File: src/rtl/sram_fifo_if.sv
// sram_fifo_if: producer/consumer handshake plus the 1R1W SRAM port of the
// FWFT FIFO controller, bundled so the controller takes a single bus port.
// slave  = FIFO controller side, master = user / SRAM-model side.
interface sram_fifo_if #(
    parameter int unsigned WIDTH = 32,
    parameter int unsigned SIZE  = 64
);
    localparam int unsigned ADDR_WIDTH  = $clog2(SIZE);
    localparam int unsigned COUNT_WIDTH = $clog2(SIZE + 1);

    logic                   flush_en;
    logic                   enqueue_en;
    logic [WIDTH-1:0]       enqueue_value;
    logic                   full;
    logic                   almost_full;
    logic                   dequeue_en;
    logic [WIDTH-1:0]       dequeue_value;
    logic                   empty;
    logic                   almost_empty;
    logic [COUNT_WIDTH-1:0] count;
    logic                   error;

    logic                   sram_write_en;
    logic [ADDR_WIDTH-1:0]  sram_write_addr;
    logic [WIDTH-1:0]       sram_write_data;
    logic                   sram_read_en;
    logic [ADDR_WIDTH-1:0]  sram_read_addr;
    logic [WIDTH-1:0]       sram_read_data;

    modport slave (
        input  flush_en, enqueue_en, enqueue_value, dequeue_en, sram_read_data,
        output full, almost_full, dequeue_value, empty, almost_empty, count, error,
        output sram_write_en, sram_write_addr, sram_write_data,
        output sram_read_en, sram_read_addr
    );

    modport master (
        output flush_en, enqueue_en, enqueue_value, dequeue_en, sram_read_data,
        input  full, almost_full, dequeue_value, empty, almost_empty, count, error,
        input  sram_write_en, sram_write_addr, sram_write_data,
        input  sram_read_en, sram_read_addr
    );
endinterface

File: src/rtl/sram_fifo_ctrl.sv
// sram_fifo_ctrl: first-word-fall-through FIFO controller driving a 1R1W SRAM
// with 1-cycle synchronous reads. The head read is re-issued every cycle at
// the next-head address, so sram_read_data always holds the presented head and
// no skid register is needed. A read never targets the slot written in the
// same cycle, so the SRAM's read-during-write behaviour is irrelevant.
// Optional feature macro: SRAM_FIFO_ERROR_CHECK_EN (sticky misuse flag on error).
module sram_fifo_ctrl #(
    parameter int unsigned WIDTH                  = 32,
    parameter int unsigned SIZE                   = 64,
    parameter int unsigned ALMOST_FULL_THRESHOLD  = SIZE,
    parameter int unsigned ALMOST_EMPTY_THRESHOLD = 1
) (
    input  logic       clk,
    input  logic       reset,
    sram_fifo_if.slave bus
);
    localparam int unsigned ADDR_WIDTH  = $clog2(SIZE);
    localparam int unsigned COUNT_WIDTH = $clog2(SIZE + 1);
    localparam logic [ADDR_WIDTH-1:0]  LAST_ADDR  = ADDR_WIDTH'(SIZE - 1);
    localparam logic [COUNT_WIDTH-1:0] FULL_COUNT = COUNT_WIDTH'(SIZE);

    logic [ADDR_WIDTH-1:0]  wr_ptr;
    logic [ADDR_WIDTH-1:0]  rd_ptr;
    logic [ADDR_WIDTH-1:0]  wr_ptr_next_c;
    logic [ADDR_WIDTH-1:0]  rd_ptr_next_c;
    logic [COUNT_WIDTH-1:0] count_q;
    logic [COUNT_WIDTH-1:0] count_next_c;
    logic [COUNT_WIDTH-1:0] remain_c;
    logic                   head_valid;
    logic                   full_q;
    logic                   almost_full_q;
    logic                   almost_empty_q;
    logic                   enq_c;
    logic                   deq_c;
    logic                   read_en_c;

    // Accept decisions, pointer advance with wrap, and next-head read scheduling
    always_comb begin
        enq_c         = bus.enqueue_en & ~full_q & ~bus.flush_en;
        deq_c         = bus.dequeue_en & head_valid & ~bus.flush_en;
        wr_ptr_next_c = wr_ptr;
        rd_ptr_next_c = rd_ptr;
        if (enq_c) begin
            wr_ptr_next_c = (wr_ptr == LAST_ADDR) ? '0 : wr_ptr + ADDR_WIDTH'(1);
        end
        if (deq_c) begin
            rd_ptr_next_c = (rd_ptr == LAST_ADDR) ? '0 : rd_ptr + ADDR_WIDTH'(1);
        end
        // Entries still stored after this cycle's pop, excluding this cycle's push
        remain_c     = count_q - COUNT_WIDTH'(deq_c);
        read_en_c    = (remain_c != '0) & ~bus.flush_en;
        count_next_c = bus.flush_en ? '0
                     : count_q + COUNT_WIDTH'(enq_c) - COUNT_WIDTH'(deq_c);
    end

    // Pointer, occupancy, head-valid and registered level flags
    always_ff @(posedge clk or posedge reset) begin
        if (reset) begin
            wr_ptr         <= '0;
            rd_ptr         <= '0;
            count_q        <= '0;
            head_valid     <= 1'b0;
            full_q         <= 1'b0;
            almost_full_q  <= (ALMOST_FULL_THRESHOLD == 0);
            almost_empty_q <= 1'b1;
        end else begin
            if (bus.flush_en) begin
                wr_ptr <= '0;
                rd_ptr <= '0;
            end else begin
                wr_ptr <= wr_ptr_next_c;
                rd_ptr <= rd_ptr_next_c;
            end
            count_q        <= count_next_c;
            head_valid     <= read_en_c;
            full_q         <= (count_next_c == FULL_COUNT);
            almost_full_q  <= (32'(count_next_c) >= ALMOST_FULL_THRESHOLD);
            almost_empty_q <= (32'(count_next_c) <= ALMOST_EMPTY_THRESHOLD);
        end
    end

`ifdef SRAM_FIFO_ERROR_CHECK_EN
    logic error_q;

    // Sticky flag for push-while-full or pop-while-empty; cleared only by reset
    always_ff @(posedge clk or posedge reset) begin
        if (reset) begin
            error_q <= 1'b0;
        end else if ((bus.enqueue_en & full_q) | (bus.dequeue_en & ~head_valid)) begin
            error_q <= 1'b1;
        end
    end

    assign bus.error = error_q;
`else
    assign bus.error = 1'b0;
`endif

    assign bus.full            = full_q;
    assign bus.almost_full     = almost_full_q;
    assign bus.almost_empty    = almost_empty_q;
    assign bus.count           = count_q;
    assign bus.empty           = ~head_valid;
    assign bus.dequeue_value   = WIDTH'(bus.sram_read_data);
    assign bus.sram_write_en   = enq_c;
    assign bus.sram_write_addr = wr_ptr;
    assign bus.sram_write_data = WIDTH'(bus.enqueue_value);
    assign bus.sram_read_en    = read_en_c;
    assign bus.sram_read_addr  = rd_ptr_next_c;
endmodule
File: src/flat_wrapper.sv
// flat-port wrapper written by rule: the top's interface ports become plain ports
module sram_fifo_ctrl_flat 
#(
    parameter int unsigned WIDTH                  = 32,
    parameter int unsigned SIZE                   = 64,
    parameter int unsigned ALMOST_FULL_THRESHOLD  = SIZE,
    parameter int unsigned ALMOST_EMPTY_THRESHOLD = 1
)
  (clk, reset, bus_flush_en, bus_enqueue_en, bus_enqueue_value, bus_dequeue_en, bus_sram_read_data, bus_full, bus_almost_full, bus_dequeue_value, bus_empty, bus_almost_empty, bus_count, bus_error, bus_sram_write_en, bus_sram_write_addr, bus_sram_write_data, bus_sram_read_en, bus_sram_read_addr);
  sram_fifo_if #(.WIDTH(WIDTH), .SIZE(SIZE)) bus_i ();
  input  logic clk;
  input  logic reset;
  input wire logic [$bits(bus_i.flush_en)-1:0] bus_flush_en;
  input wire logic [$bits(bus_i.enqueue_en)-1:0] bus_enqueue_en;
  input wire logic [$bits(bus_i.enqueue_value)-1:0] bus_enqueue_value;
  input wire logic [$bits(bus_i.dequeue_en)-1:0] bus_dequeue_en;
  input wire logic [$bits(bus_i.sram_read_data)-1:0] bus_sram_read_data;
  output wire logic [$bits(bus_i.full)-1:0] bus_full;
  output wire logic [$bits(bus_i.almost_full)-1:0] bus_almost_full;
  output wire logic [$bits(bus_i.dequeue_value)-1:0] bus_dequeue_value;
  output wire logic [$bits(bus_i.empty)-1:0] bus_empty;
  output wire logic [$bits(bus_i.almost_empty)-1:0] bus_almost_empty;
  output wire logic [$bits(bus_i.count)-1:0] bus_count;
  output wire logic [$bits(bus_i.error)-1:0] bus_error;
  output wire logic [$bits(bus_i.sram_write_en)-1:0] bus_sram_write_en;
  output wire logic [$bits(bus_i.sram_write_addr)-1:0] bus_sram_write_addr;
  output wire logic [$bits(bus_i.sram_write_data)-1:0] bus_sram_write_data;
  output wire logic [$bits(bus_i.sram_read_en)-1:0] bus_sram_read_en;
  output wire logic [$bits(bus_i.sram_read_addr)-1:0] bus_sram_read_addr;
  assign bus_i.flush_en = bus_flush_en;
  assign bus_i.enqueue_en = bus_enqueue_en;
  assign bus_i.enqueue_value = bus_enqueue_value;
  assign bus_i.dequeue_en = bus_dequeue_en;
  assign bus_i.sram_read_data = bus_sram_read_data;
  assign bus_full = bus_i.full;
  assign bus_almost_full = bus_i.almost_full;
  assign bus_dequeue_value = bus_i.dequeue_value;
  assign bus_empty = bus_i.empty;
  assign bus_almost_empty = bus_i.almost_empty;
  assign bus_count = bus_i.count;
  assign bus_error = bus_i.error;
  assign bus_sram_write_en = bus_i.sram_write_en;
  assign bus_sram_write_addr = bus_i.sram_write_addr;
  assign bus_sram_write_data = bus_i.sram_write_data;
  assign bus_sram_read_en = bus_i.sram_read_en;
  assign bus_sram_read_addr = bus_i.sram_read_addr;
  sram_fifo_ctrl #(.WIDTH(WIDTH), .SIZE(SIZE), .ALMOST_FULL_THRESHOLD(ALMOST_FULL_THRESHOLD), .ALMOST_EMPTY_THRESHOLD(ALMOST_EMPTY_THRESHOLD)) u_core (.clk(clk), .reset(reset), .bus(bus_i));
endmodule
File: config.mk
export PLATFORM = sky130hd
export DESIGN_NAME = sram_fifo_ctrl_flat
export DESIGN_NICKNAME = d
export VERILOG_FILES = /design/src/rtl/sram_fifo_if.sv /design/src/rtl/sram_fifo_ctrl.sv /design/src/flat_wrapper.sv
export SDC_FILE = /design/constraint.sdc
export NUM_CORES = 1
export LEC_CHECK = 0
export CELL_PAD_IN_SITES_DETAIL_PLACEMENT = 0
export CELL_PAD_IN_SITES_GLOBAL_PLACEMENT = 1
export CORE_MARGIN = 4
export CORE_UTILIZATION = 22
export DETAILED_ROUTE_END_ITERATION = 16
export PLACE_DENSITY_LB_ADDON = 0.1
export SLEW_MARGIN = 10
export SYNTH_ARGS = -nofsm -noshare
export SYNTH_HDL_FRONTEND = slang
export SYNTH_SLANG_ARGS = --single-unit
File: constraint.sdc
create_clock -name clk -period 3.1 [get_ports clk]
set_input_delay 0.62 -clock clk [delete_from_list [all_inputs] [get_ports clk]]
set_output_delay 0.62 -clock clk [all_outputs]
set_load 0.05 [all_outputs]
==> impl_results.rst <==
.. list-table::
   :header-rows: 1

   * - Metric
     - Value
   * - Max_cap viols
     - 0
   * - Synth top cells by count
     - sky130_fd_sc_hd__buf_4 (66), sky130_fd_sc_hd__dfrtp_1 (22), sky130_fd_sc_hd__nor2_1 (16)
   * - Sum of buffers and inverters on the critical path
     - 4
   * - First-pass GRT wire length
     - 7003 um
   * - Chain of cells forming the critical path
     - dlygate4sd2_1, and3b_2, ha_4, inv_4, ha_4, a2111oi_4, buf_4, a31oi_4, buf_6
   * - CP max stage delay
     - 270 ps
   * - DR vias/cell
     - 4.204
   * - Most common flop cell mapped by yosys
     - sky130_fd_sc_hd__dfrtp_1
   * - Synth unique cells
     - 47
   * - Count of standard-cell rows
     - 34
   * - Area grow syn2layout
     - 13.24%
   * - Clock period minus worst slack
     - 2914 ps
   * - Final nets
     - 286
   * - Die Area
     - 0.01056 sq mm
   * - Number of setup violations in the final report
     - 0
   * - Count of antenna diodes in the layout
     - 0
   * - Initial core utilization
     - 22.65%
   * - Worst Max-Slew Pin Slew
     - 514.3 ps
   * - Worst relative slew slack
     - 65.61%
   * - Cell taking the most area after synthesis
     - sky130_fd_sc_hd__dfrtp_1
   * - Residual antenna-violating net count after detailed routing
     - 0
   * - Final max-slew violation count
     - 0
   * - Number of top-level pins
     - 159
   * - Met1 track utilization from global routing
     - 11.44%
   * - H-tree depth
     - 1
   * - Detailed placement HPWL
     - 3412 um
   * - Total global-route track usage
     - 8.354%
   * - TritonCTS clock tree
     - built
   * - Share of final-layout standard cells stronger than drive strength 1
     - 24.88%
   * - Remaining design rule violation count
     - 0
   * - Longest Clk Path Bufs
     - 2
   * - Number of synthesis warnings
     - 0
   * - Netlist Area Pre-Place
     - 0.001976 sq mm
   * - Via count of the first global-routing pass
     - 1,360
   * - Worst supply voltage drop on vdd
     - 0.0003509 V
   * - Library cell appearing most often on the critical path
     - sky130_fd_sc_hd__ha_4
   * - Clock input transition at the sequential cells of the worst setup and hold paths
     - 90 ps
   * - CP endpoint kind
     - primary output
   * - Status
     - finished clean
   * - Critical Path AT
     - 2290 ps
   * - Startpoint kind of the worst setup timing path
     - primary input
   * - RSZ-0062 raised after global routing
     - no
   * - Leakage power figure
     - 0.9529 nW
   * - CP required
     - 2480 ps
   * - Clock insertion delay at the later pin of the skew report
     - 260 ps
   * - Placer congestion estimate
     - 0.7752
   * - GR Util met3
     - 2.097%
   * - Yosys reg bits
     - 23
   * - Synth Net Count
     - 305
   * - Final number of hold-violating endpoints
     - 0
   * - Slowest library cell on the worst path
     - sky130_fd_sc_hd__dlygate4sd2_1
   * - Worst setup skew after layout
     - 1.403 ps
   * - Die Span Y
     - 102.8 um
   * - Congestion Overflow GR
     - 0
   * - Maximum number of pins on one net before global-route repair
     - 25
   * - DRC violation total after the first TritonRoute iteration
     - 39
   * - Final clock period utilization by the worst path
     - 94.00%
   * - Number of fillers in the final layout
     - 938
   * - Synth top area share
     - 27.87%
   * - Setup TNS
     - 0 ps
   * - Clock tree root driver cell
     - sky130_fd_sc_hd__clkbuf_8
   * - Fraction of the yosys area taken by sequential cells
     - 29.20%
   * - Crit path max-delay family
     - buffers and inverters
   * - Total of buffers placed on input and output ports
     - 29
   * - WL per Instance
     - 14.56 um
   * - Routed vias
     - 1,299
   * - CTS Hold Buffers Added
     - 0
   * - Met2 routing resource usage after global routing
     - 12.86%
   * - Dominant cells by area after synthesis
     - sky130_fd_sc_hd__dfrtp_1 (28%), sky130_fd_sc_hd__buf_4 (25%), sky130_fd_sc_hd__ha_1 (8.9%), sky130_fd_sc_hd__nor2b_1 (3.2%), sky130_fd_sc_hd__nor2_1 (3.0%)
   * - Number of iterations in the first detailed-routing pass
     - 4
   * - Total power divided by cell area
     - 853.8 mW/mm^2
   * - Worst min-delay path category
     - reg -> reg
   * - Max Clock Freq
     - 343.2 MHz
   * - Critical path type
     - in -> out
   * - Overall routed net length
     - 4498 um
   * - CP max FO
     - 3
   * - Fraction of registers with async set or reset after synthesis
     - 100.0%
   * - Most utilized layer in the global route result
     - met2
   * - EDFF count, synth
     - 0
   * - Antenna violations before repair
     - 0
   * - Synthesized instance count
     - 221
   * - Synthesized area divided by synthesized cell count
     - 8.940 sq um
   * - Width of the die
     - 102.8 um
   * - Sum of internal, switching and leakage power
     - 1.910 mW
   * - Dominant cell by count in the synthesized netlist
     - sky130_fd_sc_hd__buf_4
   * - Cts bufs inserted
     - 3
   * - Core area
     - 0.008721 sq mm
   * - Number of clock sinks
     - 23
layout make-up:
| class | instances | area [sq um] | area share [%] |
|---|---|---|---|
| Clock buffer | 3 | 41.29 | 1.846 |
| Inverter | 13 | 51.30 | 2.293 |
| Sequential cell | 23 | 576.8 | 25.78 |
| Clock inverter | 1 | 5.005 | 0.2237 |
| Timing Repair Buffer | 45 | 470.5 | 21.03 |
| Multi-Input combinational cell | 116 | 957.2 | 42.79 |
| Tap cell | 108 | 135.1 | 6.040 |
registers in the layout (all words and copies together), names as in the netlist:
name                        count
u_core.bus.full                 1
u_core.rd_ptr                   6
u_core.bus.almost_empty         1
u_core.bus.almost_full          1
u_core.head_valid               1
u_core.bus.sram_write_addr      6
u_core.bus.count                7
cells by family after synthesis:
kind of cell / after synthesis / share of synthesized area (%)
compound gates: 28 / 9.817
xor+xnor: 11 / 5.257
fa+ha+maj: 15 / 9.880
buf+inv: 82 / 28.18
flops: 23 / 29.20
mux: 3 / 1.583
other cells: 1 / 0.1898
simple gates: 58 / 15.90
metal layers:
layer	wire, um	vias to the layer above
met5	0	-
met4	34	0
met3	303	8
met2	2023	32
met1	2137	630
li1	-	629
power breakdown:
part	internal, mW	switching [mW]	total (mW)
sequential	0.366	0.0725	0.438
clock	0.0898	0.105	0.195
combinational	0.545	0.732	1.28
repair_timing:
| item | in CTS | in global routing |
|---|---|---|
| resized for setup | 13 | 8 |
| setup buffers | 1 | 1 |
| pin swaps | 2 | 5 |
| endpoints found under the setup margin | 2 | 2 |
final timing paths:
check / startpoint / end / cells past startpoint / slack, ps
hold / removal: u_core.bus.sram_write_addr[1] / u_core.bus.sram_write_addr[1] / 2 / 570
setup reg to reg: u_core.head_valid / u_core.bus.full / 10 / 440
min in group asynchronous: reset / u_core.rd_ptr[3] / 3 / 700
max in group asynchronous: reset / u_core.bus.almost_empty / 3 / 2110
setup / recovery: bus_flush_en / bus_sram_read_en / 9 / 190
hold reg to reg: u_core.bus.sram_write_addr[1] / u_core.bus.sram_write_addr[1] / 2 / 570
worst register-to-register path, stage by stage (launching register included):
cell,delay (ps)
sky130_fd_sc_hd__dfrtp_1,400
sky130_fd_sc_hd__and3b_2,230
sky130_fd_sc_hd__ha_4,260
sky130_fd_sc_hd__inv_1,40
sky130_fd_sc_hd__ha_1,210
sky130_fd_sc_hd__fa_1,380
sky130_fd_sc_hd__nor2b_1,170
sky130_fd_sc_hd__o31ai_2,290
sky130_fd_sc_hd__mux2i_1,260
sky130_fd_sc_hd__a41oi_2,170
sky130_fd_sc_hd__nor3b_2,170
cell usage in the layout (no fill, tap or decap), types with 3 or more instances in the layout:
cell,instances
sky130_fd_sc_hd__xnor2_1,5
sky130_fd_sc_hd__xor2_1,3
sky130_fd_sc_hd__nand2_1,10
sky130_fd_sc_hd__nand4_1,4
sky130_fd_sc_hd__buf_4,17
sky130_fd_sc_hd__inv_1,12
sky130_fd_sc_hd__ha_1,11
sky130_fd_sc_hd__nor2_1,15
sky130_fd_sc_hd__nor2b_1,10
sky130_fd_sc_hd__clkdlybuf4s50_1,19
sky130_fd_sc_hd__a21oi_1,6
sky130_fd_sc_hd__clkbuf_8,3
sky130_fd_sc_hd__buf_12,6
sky130_fd_sc_hd__dfrtp_1,22
sky130_fd_sc_hd__ha_4,3
sky130_fd_sc_hd__nor3_1,3
sky130_fd_sc_hd__o21ai_0,3
per-stage QoR:
| step | std cells | worst slack [ps] | hold WS, ps | instance area [sq um] | utilization, % |
|---|---|---|---|---|---|
| after floorplan | 221 | 2.847 | 571.9 | 1989 | - |
| after global placement | 303 | -310.7 | 555.6 | 2067 | 23.70 |
| after detailed placement | 303 | -379.2 | 566.7 | 2067 | 23.70 |
| after CTS | 308 | 20.19 | 580.0 | 2200 | 25.22 |
| after global routing | 309 | 90.51 | 612.0 | 2237 | 25.65 |
| final | 309 | 186.1 | 568.9 | 2237 | 25.65 |
Power figures use the tool's default switching activity.
